[config.mk]
export PLATFORM = sky130hd
export DESIGN_NAME = mat_vect_stream_master
export DESIGN_NICKNAME = d
export VERILOG_FILES = /design/src/rtl/mat_vect_stream_master.sv
export SDC_FILE = /design/constraint.sdc
export NUM_CORES = 1
export LEC_CHECK = 0
export ABC_AREA = 1
export BUFFER_PORTS_ARGS = -buffer_cell sky130_fd_sc_hd__buf_2
export CORE_UTILIZATION = 52
export DETAILED_ROUTE_END_ITERATION = 10
export PLACE_DENSITY_LB_ADDON = 0.08
export SYNTH_ARGS = -nofsm -noshare
export SYNTH_HDL_FRONTEND = slang
export SYNTH_SLANG_ARGS = --single-unit
[constraint.sdc]
create_clock -name aclk -period 3.2 [get_ports aclk]
set_input_delay 0 -clock aclk [delete_from_list [all_inputs] [get_ports aclk]]
set_output_delay 0 -clock aclk [all_outputs]
set_load 0.05 [all_outputs]
[src/rtl/mat_vect_stream_master.sv]
// rtl/mat_vect_stream_master.sv - host-side stream engine feeding a matrix-vector multiplier
module mat_vect_stream_master #(
    parameter int N  = 2,
    parameter int DW = 8,
    parameter int RW = 2*DW + $clog2(N)
) (
    input  logic                     aclk,
    input  logic                     areset,
    input  logic                     cfg_we,
    input  logic                     cfg_sel,
    input  logic [$clog2(N*N)-1:0]   cfg_addr,
    input  logic [DW-1:0]            cfg_wdata,
    input  logic                     start,
    output logic                     busy,
    output logic                     done,
    output logic                     err_tlast,
    output logic [DW-1:0]            out_vect,
    output logic                     out_vect_valid,
    input  logic                     out_vect_rdy,
    output logic [DW-1:0]            m_axis_tdata,
    output logic                     m_axis_tvalid,
    output logic                     m_axis_tlast,
    input  logic                     m_axis_tready,
    input  logic [RW-1:0]            s_axis_tdata,
    input  logic                     s_axis_tvalid,
    input  logic                     s_axis_tlast,
    output logic                     s_axis_tready,
    input  logic [$clog2(N)-1:0]     res_addr,
    output logic [RW-1:0]            res_data
);
    localparam int AW = $clog2(N*N);
    localparam int VW = $clog2(N);
    localparam logic [AW-1:0] M_LAST = AW'(N*N-1);
    localparam logic [VW-1:0] V_LAST = VW'(N-1);

    typedef enum logic [1:0] {IDLE, RUN, DONE} state_t;

    state_t        state;
    logic [DW-1:0] mat [N*N];
    logic [DW-1:0] vec [N];
    logic [RW-1:0] res [N];

    logic [VW-1:0] v_idx;
    logic [AW-1:0] m_idx;
    logic [VW-1:0] col;
    logic [VW-1:0] r_idx;
    // per-channel "all beats already exchanged" flags
    logic          v_fin;
    logic          m_fin;
    logic          r_fin;

    logic          v_hs;
    logic          m_hs;
    logic          r_hs;
    logic          v_all;
    logic          m_all;
    logic          r_all;
    logic [VW-1:0] col_next;

    assign v_hs  = out_vect_valid && out_vect_rdy;
    assign m_hs  = m_axis_tvalid && m_axis_tready;
    assign r_hs  = s_axis_tvalid && s_axis_tready;
    // a channel counts as complete if it finished earlier or finishes this cycle
    assign v_all = v_fin || (v_hs && v_idx == V_LAST);
    assign m_all = m_fin || (m_hs && m_idx == M_LAST);
    assign r_all = r_fin || (r_hs && r_idx == V_LAST);
    assign col_next = (col == V_LAST) ? '0 : col + 1'b1;

    // combinational result read; out-of-range indices read as zero
    always_comb begin
        res_data = '0;
        if (int'(res_addr) < N) begin
            res_data = res[res_addr];
        end
    end

    // control FSM, storage, and the three stream channels
    always_ff @(posedge aclk or posedge areset) begin
        if (areset) begin
            state          <= IDLE;
            busy           <= 1'b0;
            done           <= 1'b0;
            err_tlast      <= 1'b0;
            out_vect       <= '0;
            out_vect_valid <= 1'b0;
            m_axis_tdata   <= '0;
            m_axis_tvalid  <= 1'b0;
            m_axis_tlast   <= 1'b0;
            s_axis_tready  <= 1'b0;
            v_idx          <= '0;
            m_idx          <= '0;
            col            <= '0;
            r_idx          <= '0;
            v_fin          <= 1'b0;
            m_fin          <= 1'b0;
            r_fin          <= 1'b0;
            for (int i = 0; i < N*N; i++) mat[i] <= '0;
            for (int i = 0; i < N; i++) vec[i] <= '0;
            for (int i = 0; i < N; i++) res[i] <= '0;
        end else begin
            case (state)
                IDLE: begin
                    done <= 1'b0;
                    if (start) begin
                        state          <= RUN;
                        busy           <= 1'b1;
                        err_tlast      <= 1'b0;
                        v_idx          <= '0;
                        m_idx          <= '0;
                        col            <= '0;
                        r_idx          <= '0;
                        v_fin          <= 1'b0;
                        m_fin          <= 1'b0;
                        r_fin          <= 1'b0;
                        out_vect       <= vec[0];
                        out_vect_valid <= 1'b1;
                        m_axis_tdata   <= mat[0];
                        m_axis_tvalid  <= 1'b1;
                        m_axis_tlast   <= 1'b0;
                        s_axis_tready  <= 1'b1;
                        for (int i = 0; i < N; i++) res[i] <= '0;
                    end else if (cfg_we) begin
                        if (cfg_sel) begin
                            if (int'(cfg_addr[VW-1:0]) < N) vec[cfg_addr[VW-1:0]] <= cfg_wdata;
                        end else begin
                            if (int'(cfg_addr) < N*N) mat[cfg_addr] <= cfg_wdata;
                        end
                    end
                end
                RUN: begin
                    if (v_hs) begin
                        if (v_idx == V_LAST) begin
                            out_vect_valid <= 1'b0;
                            v_fin          <= 1'b1;
                        end else begin
                            v_idx    <= v_idx + 1'b1;
                            out_vect <= vec[v_idx + 1'b1];
                        end
                    end
                    if (m_hs) begin
                        if (m_idx == M_LAST) begin
                            m_axis_tvalid <= 1'b0;
                            m_axis_tlast  <= 1'b0;
                            m_fin         <= 1'b1;
                        end else begin
                            m_idx        <= m_idx + 1'b1;
                            col          <= col_next;
                            m_axis_tdata <= mat[m_idx + 1'b1];
                            m_axis_tlast <= (col_next == V_LAST);
                        end
                    end
                    if (r_hs) begin
                        res[r_idx] <= s_axis_tdata;
                        if (s_axis_tlast != (r_idx == V_LAST)) err_tlast <= 1'b1;
                        if (r_idx == V_LAST) begin
                            s_axis_tready <= 1'b0;
                            r_fin         <= 1'b1;
                        end else begin
                            r_idx <= r_idx + 1'b1;
                        end
                    end
                    if (v_all && m_all && r_all) begin
                        state <= DONE;
                        busy  <= 1'b0;
                        done  <= 1'b1;
                    end
                end
                DONE: begin
                    done  <= 1'b0;
                    state <= IDLE;
                end
                default: state <= IDLE;
            endcase
        end
    end
endmodule

; ---- Word level (Yosys, flattened, before mapping)
; Cells that the tools add are included.
[totals]
regBits = 115
elab_cells = 169
[classes]
add_sub_neg = 4
magnitude_cmp = 9
eq_ne = 15
mux = 76
bitwise = 8
reduce_logical = 32
[op_table]
columns = operator, count
row1 = $mux W8, 13
row2 = $mux W17, 4
row3 = $mux W34, 2
row4 = $pmux W34 S2, 1
row5 = $bwmux W34, 1
row6 = $bwmux W32, 1
row7 = $pmux W8 S2, 2
row8 = $reduce_and A4 Y1, 8
row9 = $mux W1, 27
row10 = $pmux W1 S2, 13
row11 = $ne A2 B2 Y1 const B, 11
row12 = $demux W17 S1, 1
row13 = $bmux W8 S2, 1
row14 = $bwmux W16, 1
row15 = $demux W8 S2, 1
row16 = $reduce_and A3 Y1, 4
row17 = $logic_and A1 B1 Y1, 11
row18 = $mux W2, 5
row19 = $demux W8 S1, 1
row20 = $ge A2 B2 Y1 const B, 4
row21 = $not A1 Y2, 4
row22 = $pmux W2 S2, 2
row23 = $ge A3 B3 Y1 const B, 2
row24 = $not A2 Y3, 2
row25 = 13 further kinds, 22

; ---- Depth between registers and ports, before layout
; Gate-level depths: netlist of run 1.
[logic_depth]
ltp_word = 8
ltp_mapped = 10

; ---- Worst setup path before layout of run 1
; Ideal clock, no wire load.
[synth_timing]
kind = flip-flop to flip-flop
startpoint = register s_axis_tready
endpoint = register res[0] (netlist name)
setup_time_ps = 66
arrival_time_ps = 1498
t_required_ps = 3134
setup_slack_ps = 1636
path_stages_with_launch = 7
synth_period_minus_slack_ps = 1564
cell_sequence = dfrtp_1 nand4_1 nand2_1 buf_2 buf_2 nand4_1 nand2_1
[synth_between]
elab_chain_len = 3
[synth_lines]
columns = item, line
row1 = from (decl), 27  ; output logic s_axis_tready,
row2 = from (signal assigned), 89  ; s_axis_tready <= 1'b0;
row3 = from (signal assigned), 120  ; s_axis_tready <= 1'b1;
row4 = from (signal assigned), 156  ; s_axis_tready <= 1'b0;
row5 = $logic_and A1 B1 Y1, 62  ; assign r_hs = s_axis_tvalid && s_axis_tready;
row6 = $ne A2 B2 Y1 (no source line), --
row7 = $reduce_and A3 Y1 (no source line), --
row8 = "to (signal, indexed assignment)", 153  ; res[r_idx] <= s_axis_tdata;
row9 = to (decl), 41  ; logic [RW-1:0] res [N];
; Every way passes these cells.
; A chain may end at the register's enable or synchronous reset.

; ---- Worst setup path in the final report of run 1
[layout_timing]
startpoint = register state[0]
endpoint = register mat[17] (netlist name)
[layout_between]
elab_chain_len = 2
[layout_lines]
columns = item, line
row1 = from (decl), 38  ; state_t state;
row2 = from (signal assigned), 80  ; state <= IDLE;
row3 = from (signal assigned), 105  ; state <= RUN;
row4 = from (signal assigned), 163  ; state <= DONE;
row5 = $logic_not A2 Y1, 101  ; case (state)
row6 = $reduce_and A4 Y1 (no source line), --
row7 = to (decl), 39  ; logic [DW-1:0] mat [N*N];
; Every way passes these cells.

==> out/metrics.csv, run 1 <==
stage,metric,value,unit
run_status,status,"complete, no violations",
drt,drt_drc_violations_left,0,
synthesis,synth_top_area_cell,dfrtp_1,
critical_path,r2r-start,state[0]$_DFFE_PP0P_,
layout,post-route-util,68.54,%
sta,fin_tns_setup,0,ns
pwr,total_power,7.118,mW
critical_path,worst_r2r_path_depth,7,
sta,worst_pin_slew,0.8386,ns
place,port-buffer-count,76,
die,die_width,103.2,um
critical_path,endpoint_kind,flip-flop,
synthesis,synth_area_leaders,"dfrtp_1 (54%), nand2_1 (23%), nand3_1 (7.3%)",
place,place_hpwl,8120,um
synthesis,synth.mux.area_fraction,3.598,%
die,die_h,103.2,um
critical_path,max_stage_delay,0.87,ns
grt,antenna_found_initial,0,
synthesis,yosysSeqAreaShare,54.09,%
sta,fin_crit,2.790,ns
critical_path,cp_slowest_cell,dlygate4sd3_1,
critical_path,r2r_end,mat[17]$_DFFE_PP0P_,
layout,layout-drive-gt1-share,18.33,%
clock_tree,clockRootBuffer,clkbuf_8,
sta,final-hold-violation-count,0,
pwr,peakVddDrop,0.0004534,V
layout,fin_area,6761,um^2
place,place_worst_setup_slack,0.8361,ns
sta,timing.hold.ws,0.05977,ns
drt,vias_per_cell,5.113,
layout,nets,817,
critical_path,crit_buf_inv,2,
synthesis,synth_top_family_by_area,simple AND/OR/NAND/NOR gates,
synthesis,avgSynthCellArea,7.976,um^2
drt,wl_per_cell,13.84,um
layout,seqCellArea,2878,um^2
die,core,9864,um^2
layout,fill_cells,830,
synthesis,synth_nets,705,
layout,mostFrequentLayoutCells,"nand2_1 (326), dfrtp_1 (115), nand3_1 (78), buf_2 (76), dlygate4sd3_1 (39)",
grt,grt_overflow,0,
clock_tree,cts_inserted_buffers,17,
grt,grt_pass1_wl,21350,um
sta,min_period_over_period,87.20,%
die,die-area,10640,um^2
die,start_util,53.93,%
layout,multi_input_area,2212,um^2
synthesis,synth_compound_area_share,1.717,%
place,routabilityCongestion,0.8423,
critical_path,crit_chain,nor2_1 > nand2_1 > nor3_4 > dlygate4sd3_1 > nand3_1 > dlygate4sd3_1 > nand2_1,
synthesis,synth-simple-area-share,35.98,%
sta,timing.fmax,358.4,MHz
sta,slew_violations,0,
critical_path,cp_top_family,buffers and inverters,
flow_run,max_cap_violations,0,
die,io_pins,77,
synthesis,synth_xor_xnor_area_share,0,%
critical_path,path_class,flip-flop to flip-flop,
place,dp_cells,854,
synthesis,syn-cell-area,5320,um^2
drt,vias,4724,
synthesis,synth_fa_ha_area_share,0.2352,%
critical_path,cp_data_required_time,3.65,ns
clock_tree,clkTransAtPathRegs,0.05,ns
clock_tree,cts_resized,0,
synthesis,synth_top_area_share,54.09,%
sta,skew,0.01148,ns
hold_path,whs_path_depth,6,
pwr,p_per_area,1053,nW/um^2
clock_tree,clock_sinks,115,
sta,max_slew_margin,44.10,%
drt,ant_nets,0,
layout,layout_commonest_cell,nand2_1,
layout,n_antenna_cell,0,
grt,grt.total_usage,26.23,%
drt,routed_wl,12790,um
clock_tree,h-tree-depth,4,
critical_path,critPathMaxFanout,11,
place,placed_cell_area,5806,um^2
layout,finalNonFillerCells,924,
drt,drtPass1Iterations,6,
layout,synthToLayoutAreaGrowth,27.09,%
clock_tree,clock_path_buffers,2,
synthesis,ys_warn_count,0,
grt,grt_max_degree,70,
clock_tree,post_cts.repair.setup_buffers,0,
sta,setup_slack,0.4097,ns
critical_path,cp.arrival,3.24,ns
drt,first_iter_violations,181,
hold_path,min_path_type,primary input to flip-flop,
sta,finalSetupViolCount,0,
synthesis,syn_inst,667,
sta,rsz0062_at_grt,no,
die,fp-row-count,36,
critical_path,r2r_slack,0.41,ns
clock_tree,insertion_delay,0.51,ns
grt,first_global_vias,4602,
pwr,p_leak,3.746,nW
hold_path,hold_end,vec[4]$_DFFE_PP0P_,
synthesis,ys_types,21,
hold_path,min_from,cfg_we,
critical_path,start_kind,flip-flop,
clock_tree,cts_tree,yes,
synthesis,synth-seq-cells,115,
## worst reg2reg max path, stage by stage (launching register included)
cell           delay (ns)
dfrtp_1              0.44
nor2_1               0.16
nand2_1              0.15
nor3_4               0.36
dlygate4sd3_1        0.87
nand3_1              0.11
dlygate4sd3_1        0.57
nand2_1              0.06
## metal layers
metal	global-route usage [%]	wire (um)	part of all wire [%]
met5	0	0	0
met4	7.909	132	1.0
met3	5.695	599	4.7
met2	44.00	6181	48
met1	34.19	5877	46
## kinds of logic after synthesis
| kind of cell | Yosys count |
|---|---|
| muxes | 17 |
| and+or+nand+nor | 461 |
| DFF | 115 |
| AOI/OAI and AO/OA | 16 |
| buffers and inverters | 57 |
| adders and majority gates | 1 |
## power by group
group / internal (mW) / total, mW / switching (mW) / leakage [nW]
sequential: 2.06 / 2.44 / 0.388 / 1.49
combinational: 0.840 / 2.89 / 2.05 / 1.98
clock: 1.15 / 1.78 / 0.633 / 0.282
total: 4.05 / 7.12 / 3.07 / 3.75
## timing repair
item / CTS / global route
hold buffers: 39 / 0
endpoints found under the setup margin: 0 / 0
hold endpoints to repair: 163 / 0
## area by class of cell
| cell class | instances | share of cell area [%] |
|---|---|---|
| Multi-Input combinational cell | 495 | 32.72 |
| Clock buffer | 20 | 6.736 |
| Tap cell | 133 | 2.461 |
| Timing Repair Buffer | 121 | 12.25 |
| Inverter | 29 | 1.647 |
| Clock inverter | 11 | 1.628 |
| Sequential cell | 115 | 42.56 |
## cells in the mapped netlist
cell / count
a21oi_1: 3
a21oi_2: 1
buf_1: 1
buf_2: 15
clkbuf_1: 12
clkinv_1: 4
dfrtp_1: 115
ha_1: 1
inv_1: 25
mux2_2: 17
nand2_1: 326
nand3_1: 78
nand4_1: 20
nor2_1: 26
nor2_2: 1
nor3_1: 1
nor3_4: 1
o21ai_0: 9
o21ai_1: 1
o21ai_2: 2
or2_2: 8
## worst max path at each step
| stage | startpoint | to | slack, ns | depth (start not counted) |
|---|---|---|---|---|
| finish | state[0]$_DFFE_PP0P_ | mat[17]$_DFFE_PP0P_ | 0.41 | 7 |
| global route | state[0]$_DFFE_PP0P_ | mat[17]$_DFFE_PP0P_ | 0.22 | 7 |
| CTS | state[0]$_DFFE_PP0P_ | mat[17]$_DFFE_PP0P_ | 0.43 | 7 |
| detailed placement | state[0]$_DFFE_PP0P_ | res[24]$_DFFE_PP0P_ | 0.84 | 7 |
| global placement | state[0]$_DFFE_PP0P_ | res[21]$_DFFE_PP0P_ | 0.91 | 7 |
| floorplan | areset | busy$_DFFE_PP0P_ | 0.16 | 1 |
## state kept, by name, summed over array words and instances (netlist names)
signal          flops
m_axis_tlast        1
out_vect            8
v_fin               1
m_axis_tvalid       1
err_tlast           1
res                34
mat                32
m_axis_tdata        8
r_idx               1
m_idx               2
state               2
busy                1
r_fin               1
vec                16
v_idx               1
done                1
out_vect_valid      1
col                 1
m_fin               1
s_axis_tready       1
Note: power is estimated with default switching activity, not from simulation.
==> run 2, diff against run 1 <==
Settings changed: ABC_AREA 1 to unset, CORE_UTILIZATION 52 to 51.
==> out/metrics.csv, run 2 <==
stage,metric,value,unit,change
layout,largest_register,res,,unchanged
sta,worst_pin_slew,0.8372,ns,was 0.8386 ns
sta,fin_crit,2.382,ns,was 2.790 ns
clock_tree,clock_sinks,115,,unchanged
drt,vias,3481,,was 4724
pwr,peakVddDrop,0.0005341,V,was 0.0004534 V
clock_tree,cts_resized,0,,unchanged
pwr,p_per_area,1091,nW/um^2,was 1053 nW/um^2
synthesis,synth_top_area_share,59.25,%,was 54.09%
grt,grt_pass1_wl,17860,um,was 21350 um
layout,finalNonFillerCells,625,,was 924
critical_path,path_class,flip-flop to flip-flop,,unchanged
synthesis,syn-cell-area,4857,um^2,was 5320 um^2
synthesis,avgSynthCellArea,13.16,um^2,was 7.976 um^2
layout,layout_commonest_cell,dfrtp_1,,was nand2_1
die,die_width,99.59,um,was 103.2 um
drt,drtPass1Iterations,4,,was 6
sta,fin_tns_setup,0,ns,unchanged
synthesis,syn_inst,369,,was 667
drt,drt_drc_violations_left,0,,unchanged
sta,slew_violations,0,,unchanged
die,die-area,9918,um^2,was 10640 um^2
clock_tree,cts_tree,yes,,unchanged
drt,first_iter_violations,170,,was 181
die,die_h,99.59,um,was 103.2 um
clock_tree,cts_inserted_buffers,17,,unchanged
synthesis,synth_top_area_cell,dfrtp_1,,unchanged
synthesis,synth-seq-cells,115,,unchanged
sta,finalSetupViolCount,0,,unchanged
synthesis,ys_types,34,,was 21
sta,min_period_over_period,74.45,%,was 87.20%
grt,antenna_found_initial,0,,unchanged
synthesis,ys_warn_count,0,,unchanged
grt,grt.total_usage,23.78,%,was 26.23%
critical_path,cp_data_required_time,3.60,ns,was 3.65 ns
hold_path,min_path_type,primary input to flip-flop,,unchanged
grt,first_global_vias,3586,,was 4602
drt,vias_per_cell,5.570,,was 5.113
layout,mostFrequentLayoutCells,"dfrtp_1 (115), buf_2 (76), mux2_2 (69), a22o_1 (34), dlygate4sd3_1 (34)",,"was nand2_1 (326), dfrtp_1 (115), nand3_1 (78), buf_2 (76), dlygate4sd3_1 (39)"
synthesis,ys.flop_type,dfrtp_1,,unchanged
layout,synthToLayoutAreaGrowth,29.47,%,was 27.09%
synthesis,synth.most_common_cell,dfrtp_1,,was nand2_1
flow_run,max_cap_violations,0,,unchanged
place,routabilityCongestion,0.7562,,was 0.8423
layout,layout-drive-gt1-share,37.30,%,was 18.33%
critical_path,cp.arrival,2.79,ns,was 3.24 ns
sta,final-hold-violation-count,0,,unchanged
place,dp_cells,559,,was 854
die,io_pins,77,,unchanged
grt,grt_overflow,0,,unchanged
synthesis,yosysSeqAreaShare,59.25,%,was 54.09%
sta,timing.fmax,419.7,MHz,was 358.4 MHz
clock_tree,h-tree-depth,4,,unchanged
clock_tree,clock_path_buffers,2,,unchanged
clock_tree,clkTransAtPathRegs,0.06,ns,was 0.05 ns
drt,wl_per_cell,17.04,um,was 13.84 um
synthesis,async_reset_ff_share,100.0,%,unchanged
clock_tree,post_cts.repair.setup_buffers,0,,unchanged
die,core,9240,um^2,was 9864 um^2
die,fp-row-count,35,,was 36
place,port-buffer-count,76,,unchanged
drt,ant_nets,0,,unchanged
layout,largest_register_ffs,34,,unchanged
layout,top_regs,"res (34), mat (32), vec (16)",,unchanged
synthesis,synth_commonest_cells,"dfrtp_1 (115), mux2_2 (69), a22o_1 (34), nand2_1 (19), nor2_1 (16)",,"was nand2_1 (326), dfrtp_1 (115), nand3_1 (78), nor2_1 (26), inv_1 (25)"
sta,timing.hold.ws,0.1707,ns,was 0.05977 ns
synthesis,synth_area_leaders,"dfrtp_1 (59%), mux2_2 (16%), a22o_1 (6.1%)",,"was dfrtp_1 (54%), nand2_1 (23%), nand3_1 (7.3%)"
clock_tree,insertion_delay,0.51,ns,about the same
place,place_hpwl,6878,um,was 8120 um
drt,routed_wl,10650,um,was 12790 um
critical_path,start_kind,flip-flop,,unchanged
critical_path,endpoint_kind,flip-flop,,unchanged
sta,skew,0.006902,ns,was 0.01148 ns
layout,nets,521,,was 817
synthesis,synth_nets,407,,was 705
run_status,status,"complete, no violations",,unchanged
grt,grt_max_degree,68,,was 70
pwr,p_leak,3.037,nW,was 3.746 nW
critical_path,critPathMaxFanout,11,,unchanged
synthesis,synth_edf_count,0,,unchanged
die,start_util,52.57,%,was 53.93%
clock_tree,clockRootBuffer,clkbuf_8,,unchanged
sta,max_slew_margin,44.18,%,was 44.10%
sta,rsz0062_at_grt,no,,unchanged
layout,n_antenna_cell,0,,unchanged
run 2: what timing repair did:
| item | CTS | global route |
|---|---|---|
| setup endpoints to repair | 0 | 0 |
| hold buffers | 34 | 0 |
| hold endpoints to repair | 160 | 0 |
run 2: per-stage QoR:
step	total power, mW	instance area [um^2]	utilization, %	worst slack (ns)
after floorplan	4.398	4857	-	0.1559
after global placement	4.932	5363	58.04	1.043
after detailed placement	5.007	5363	58.04	0.8582
after CTS	6.917	6289	68.06	0.8785
after global routing	7.255	6289	68.06	0.6725
final	6.863	6289	68.06	0.8176
run 2: logic make-up (layout without fill, tap and decap cells):
family	count (synthesis)	count (layout)	synth area share, %
xor+xnor	1	1	0.1804
fa+ha+maj	1	1	0.2576
flops	115	115	59.25
mux	77	77	17.65
buf+inv	23	150	2.061
compound gates	83	83	12.75
simple gates	69	69	7.857
run 2: final timing paths:
check | from | slack, ns | cells past startpoint | endpoint
hold / removal | cfg_we | 0.17 | 4 | mat[29]$_DFFE_PP0P_
setup / recovery | m_idx[0]$_DFFE_PP0P_ | 0.82 | 5 | m_axis_tdata[3]$_DFFE_PP0P_
setup reg to reg | m_idx[0]$_DFFE_PP0P_ | 0.82 | 5 | m_axis_tdata[3]$_DFFE_PP0P_
max in group asynchronous | areset | 2.24 | 4 | mat[18]$_DFFE_PP0P_
min in group asynchronous | areset | 0.22 | 3 | res[12]$_DFFE_PP0P_
hold reg to reg | m_axis_tlast$_DFFE_PP0P_ | 0.48 | 1 | m_axis_tlast$_DFFE_PP0P_
run 2: area by class of cell:
cell class,instances,area (um^2)
tap,129,161.4
sequential,115,2878
inverter,3,13.76
clock inverter,9,128.9
fill,706,2952
clock buffer,23,456.7
multi-input combinational,231,1879
timing repair buffer,115,770.7
run 2: routing by layer:
metal / track usage, % / vias to the layer above / routed length (um)
li1: - / 1599 / -
met2: 37.93 / 87 / 5372
met1: 30.62 / 1776 / 4650
met3: 6.395 / 19 / 428
met4: 10.63 / 0 / 199
met5: 0 / - / 0
run 2: power breakdown:
| part | switching (mW) | internal, mW |
|---|---|---|
| Clock | 0.621 | 1.22 |
| Sequential | 0.365 | 2.05 |
| Combinational | 1.65 | 0.954 |
| Total | 2.63 | 4.23 |
run 2: critical path, stage by stage (launching register included):
cell and delay (ns):
dfrtp_1 0.45, ha_1 0.55, inv_1 0.20, a21oi_1 0.64, o22ai_1 0.19, o31ai_1 0.25
